**src/rtl/clock_sel_ctrl.sv**
```systemverilog
`default_nettype none
// ============================================================================
//  Module      : clock_sel_ctrl
//  Description : Request-driven select controller for a three-source
//                glitch-free clock switch, with settle/dwell timing and a
//                completed-switch counter.
//  Revision    : 1.0 - initial release
// ============================================================================
module clock_sel_ctrl #(
    parameter int unsigned SETTLE_CYC = 8,
    parameter int unsigned DWELL_CYC  = 16,
    parameter logic [1:0]  RST_SEL    = 2'b00,
    parameter int unsigned CNT_W      = 8
) (
    input  logic             clk,
    input  logic             rst,
    input  logic             req_valid,
    input  logic [1:0]       req_sel,
    output logic             req_ready,
    output logic [1:0]       clk_sel,
    output logic             busy,
    output logic             sw_done,
    output logic             req_err,
    output logic [CNT_W-1:0] switch_cnt
);

    localparam int unsigned c_MAX_CYC = (SETTLE_CYC > DWELL_CYC) ? SETTLE_CYC : DWELL_CYC;
    localparam int unsigned c_TMR_W   = (c_MAX_CYC > 1) ? $clog2(c_MAX_CYC) : 1;

    localparam logic [c_TMR_W-1:0] c_SETTLE_LOAD = c_TMR_W'(SETTLE_CYC - 1);
    localparam logic [c_TMR_W-1:0] c_DWELL_LOAD  = c_TMR_W'(DWELL_CYC - 1);
    localparam logic [c_TMR_W-1:0] c_TMR_ZERO    = '0;
    localparam logic [1:0]         c_SEL_ILLEGAL = 2'b11;

    localparam logic [1:0] c_ST_IDLE   = 2'd0;
    localparam logic [1:0] c_ST_SETTLE = 2'd1;
    localparam logic [1:0] c_ST_HOLD   = 2'd2;

    logic [1:0]         r_state;
    logic [c_TMR_W-1:0] r_cnt;
    logic [1:0]         r_clk_sel;
    logic               r_sw_done;
    logic               r_req_err;
    logic [CNT_W-1:0]   r_switch_cnt;
    logic               w_idle;

    assign w_idle = (r_state == c_ST_IDLE);

    always_ff @(posedge clk) begin
        if (rst) begin
            r_state      <= c_ST_IDLE;
            r_cnt        <= c_TMR_ZERO;
            r_clk_sel    <= RST_SEL;
            r_sw_done    <= 1'b0;
            r_req_err    <= 1'b0;
            r_switch_cnt <= '0;
        end else begin
            r_sw_done <= 1'b0;
            r_req_err <= 1'b0;
            case (r_state)
                c_ST_IDLE: begin
                    // Illegal and same-source requests are acknowledged without leaving IDLE
                    if (req_valid) begin
                        if (req_sel == c_SEL_ILLEGAL) begin
                            r_req_err <= 1'b1;
                        end else if (req_sel != r_clk_sel) begin
                            r_clk_sel <= req_sel;
                            r_state   <= c_ST_SETTLE;
                            r_cnt     <= c_SETTLE_LOAD;
                        end
                    end
                end
                c_ST_SETTLE: begin
                    if (r_cnt != c_TMR_ZERO) begin
                        r_cnt <= r_cnt - 1'b1;
                    end else begin
                        r_state      <= c_ST_HOLD;
                        r_cnt        <= c_DWELL_LOAD;
                        r_sw_done    <= 1'b1;
                        r_switch_cnt <= r_switch_cnt + 1'b1;
                    end
                end
                c_ST_HOLD: begin
                    if (r_cnt != c_TMR_ZERO) begin
                        r_cnt <= r_cnt - 1'b1;
                    end else begin
                        r_state <= c_ST_IDLE;
                    end
                end
                default: begin
                    r_state <= c_ST_IDLE;
                    r_cnt   <= c_TMR_ZERO;
                end
            endcase
        end
    end

    assign req_ready  = w_idle;
    assign busy       = ~w_idle;
    assign clk_sel    = r_clk_sel;
    assign sw_done    = r_sw_done;
    assign req_err    = r_req_err;
    assign switch_cnt = r_switch_cnt;

endmodule
`default_nettype wire

```
**config.mk**
```make
export PLATFORM = sky130hd
export DESIGN_NAME = clock_sel_ctrl
export DESIGN_NICKNAME = d
export VERILOG_FILES = /design/src/rtl/clock_sel_ctrl.sv
export SDC_FILE = /design/constraint.sdc
export NUM_CORES = 1
export LEC_CHECK = 0
export CELL_PAD_IN_SITES_DETAIL_PLACEMENT = 2
export CELL_PAD_IN_SITES_GLOBAL_PLACEMENT = 2
export CORE_MARGIN = 1
export CORE_UTILIZATION = 23
export DETAILED_ROUTE_END_ITERATION = 12
export PLACE_DENSITY = 0.7
export SLEW_MARGIN = 40
export SYNTH_ARGS = -nofsm -noshare
export SYNTH_HDL_FRONTEND = slang
export SYNTH_SLANG_ARGS = --single-unit
```
**constraint.sdc**
```tcl
create_clock -name clk -period 1.8 [get_ports clk]
set_clock_uncertainty 0.15 [all_clocks]
set_input_delay 0.54 -clock clk [delete_from_list [all_inputs] [get_ports clk]]
set_output_delay 0.54 -clock clk [all_outputs]
set_load 0.03 [all_outputs]
```
==> results.md, run 1 <==
- Outcome: complete, no violations
- CP arrival: 1.07 ns
- Hold crit path type: flop to flop
- Half-perimeter wire length after placement: 2200 um
- Total Wirelength: 2840 um
- First-pass iteration count of the detailed router: 3
- Critical Path Start Type: flop
- Syn Inst Count: about 110
- CTS Buf Count: 3
- Maximum clock path buffer count: 2
- Gp weighted congestion: 0.783
- Drt initial violations: 15
- Final Cell Area: between 1000 and 1500 um2
- Post-synth top area cell: dfxtp_1
- Drt wl/cell: 14.7 um
- Synthesized flop and latch total: 18
- Synth Area in Adders: 2.82%
- CP delay by family, top: flip-flops
- R2R cell count: 7
- Peak supply drop: between 0.0005 and 0.0006 V
- Initial antenna violation count: 0
- Max Cap Violations: 0
- Count of hold-fix buffers inserted at cts: 0
- Placed instance area: between 1000 and 1500 um2
- Clk pin slew, worst setup/hold paths: 0.07 ns
- Die width: 64.2 um
- Post-layout util: between 30% and 40%
- CP Class: flop to output pin
- Commonest non-fill, non-tap cells in the layout: buf_4, dfxtp_1, nor2_1, nand2_1, dlygate4sd2_1
- Gr ovfl total: 0
- Pre-CTS WS: -0.375 ns
- Post-Layout Cell Count: between 150 and 200
- Post-Synth Simple-Gate Area: 28.0%
- Seq/Total Area, Yosys: roughly two fifths
- Die Area: 4120 um2
- Port Buffers: 18
- Final #Nets: roughly 150
- PwrDens: 874 nW/um2
- EDFF count, synth: 0
- Post-Syn Nets: 114
- DR vias: 925
- Vias in the first global route: 1114
- TritonCTS clock tree: yes
- Largest net degree at the start of global routing: 13
- Synth Cell Area: slightly below 900 um2
- Critical Path RT: 1.11 ns
- Layout area overhead: 52.0%
- Worst slew pin tran: 0.353 ns
- Post-synthesis xor/xnor area fraction: between 5 and 6%
- Syn_area_per_cell: just over 8 um2
- Critical R2R Launch: r_cnt[1]
- Post-DRT Antenna Nets: 0
- DRC: 0
- Proportion of synthesized area in mux cells: 1.13%
- CP endpoint kind: output pin
- CP Launch Point: r_state[0]
- Setup Viol. Count Final: 0
- Final Hold Viols: 0
- Htree depth: 1
- Post-synth top area share: between 40% and 50%
- Initial Util: 24.1%
- Main combinational cell family by area after synthesis: simple AND/OR/NAND/NOR gates
- CP Depth: 3
- Slew HR: 75.8%
- Layout cell share with drive strength beyond 1: between 30% and 40%
- Commonest non-fill, non-tap cell in the layout: buf_4
- Netlist cell types: 30
- Post-synth top flop: dfxtp_1
- Hold Startpoint: switch_cnt[5]
- Ys Warns: 0
- Vias/cell: 4.79
- Ant diodes: 0
- Clock root buffer: clkbuf_8
- Delay of the slowest critical-path stage: 0.33 ns
- Io pins: 19
- LEAKAGE: 0.000593 uW
- Peak Freq: 567 MHz
- Post-synthesis async set-or-reset flop share: 0%
- Core area: approximately 3700 um2
- # rows: 22
- Aggregate global-route resource usage: 16.4%
- Crit-path max FO: 4
- Placed Cells: 186
- RSZ-0062 raised after global routing: yes
- Synth top area cells: dfxtp_1, nor2_1, xor2_1
- Die Span Y: 64.2 um
- Crit path time final: about 1.8 ns
- Max-slew violation count: 0
- Crit-path cells: or2_4 -> clkinvlp_4 -> buf_6
- Complex-gate fraction of the synthesized area: between 10% and 20%
- Final worst slack: 0.0368 ns
- First-pass GRT wire length: 5080 um
- Clk_lat worst skew: around 0.26 ns
- Hold Path Depth: 2
- Clock sinks: 18
- Slowest stage cell, crit path: dfxtp_2
- CP Buf/Inv Count: 2
- Period utilization: 98.0%
## path summary, 6_finish.rpt
| kind | slack, ns | to |
|---|---|---|
| worst max-delay path | 0.04 | req_ready |
| worst min-delay path | 0.37 | switch_cnt[5] |
| worst max register to register | 0.06 | switch_cnt[5] |
| worst min register to register | 0.37 | switch_cnt[5] |
## registers in the layout, summed over array words and instances (netlist names)
name        cells
r_cnt           4
req_err         1
sw_done         1
clk_sel         2
r_state         2
switch_cnt      8
## per-stage QoR
step	hold slack [ns]	power (uW)	setup TNS, ns
2_1_floorplan	0.375	677	-0.0111
3_3_place_gp	0.318	808	-1.20
3_5_place_dp	0.344	829	-1.58
4_1_cts	0.352	1200	0
5_1_grt	0.406	1250	-0.0438
6_report	0.375	1180	0
## where the power goes
part           internal, uW  leakage [uW]  total (uW)  switching, uW
combinational           178      0.000416         379            202
sequential              429      0.000148         455           26.0
clock                   195     0.0000288         346            151
## synth_stat cells, drive strengths merged, types with 2 or more instances
library cell and number:
nor2 13, nand2 11, a2111oi 2, nand4 3
ha 2, or3 4, a21oi 6, clkbuf 4
o31ai 2, xor2 5, nor3 7, dfxtp 18
nor2b 4, o21bai 3, inv 5, o21ai 6
## per-layer routing
layer | part of all wire [%] | routed length [um] | vias to the layer above | track usage, %
met4 | 1.9 | 55 | 0 | 6.67
met5 | 0 | 0 | - | 0
met2 | 55 | 1570 | 16 | 32.4
li1 | - | - | 446 | -
met3 | 3.3 | 94 | 6 | 3.93
met1 | 39 | 1110 | 457 | 15.9
## layout make-up
type / count / area (um2)
inverter: 5 / 22.5
tap: 48 / 60.1
sequential: 18 / 365
fill: 441 / 2340
multi-input combinational: 79 / 532
timing repair buffer: 39 / 315
clock buffer: 4 / 55.1
## worst min-delay path, stage by stage (launching register included)
cell and delay (ns):
dfxtp_1 0.33, o21ai_0 0.09, a21oi_2 0.06
## what timing repair did
action | 4_1_cts | 5_1_grt
pin swaps | 3 | 4
gates resized for setup | 18 | 7
setup endpoints to repair | 15 | 4
setup buffers | 1 | 2
## cells by family after synthesis
logic type	count (synthesis)
and+or+nand+nor	47
buffers and inverters	10
adders and majority gates	2
AOI/OAI and AO/OA	23
DFF	18
muxes	1
xor gates and xnor gates	6
Power figures use the tool's default switching activity.
==> run 2: changes to the inputs <==
--- a/config.mk
+++ b/config.mk
@@ -7,7 +7,6 @@
 export LEC_CHECK = 0
 export CELL_PAD_IN_SITES_DETAIL_PLACEMENT = 2
 export CELL_PAD_IN_SITES_GLOBAL_PLACEMENT = 2
-export CORE_MARGIN = 1
 export CORE_UTILIZATION = 23
 export DETAILED_ROUTE_END_ITERATION = 12
 export PLACE_DENSITY = 0.7
==> results of run 2 <==
Final layout, timing and power as in run 1 (identical DEF).
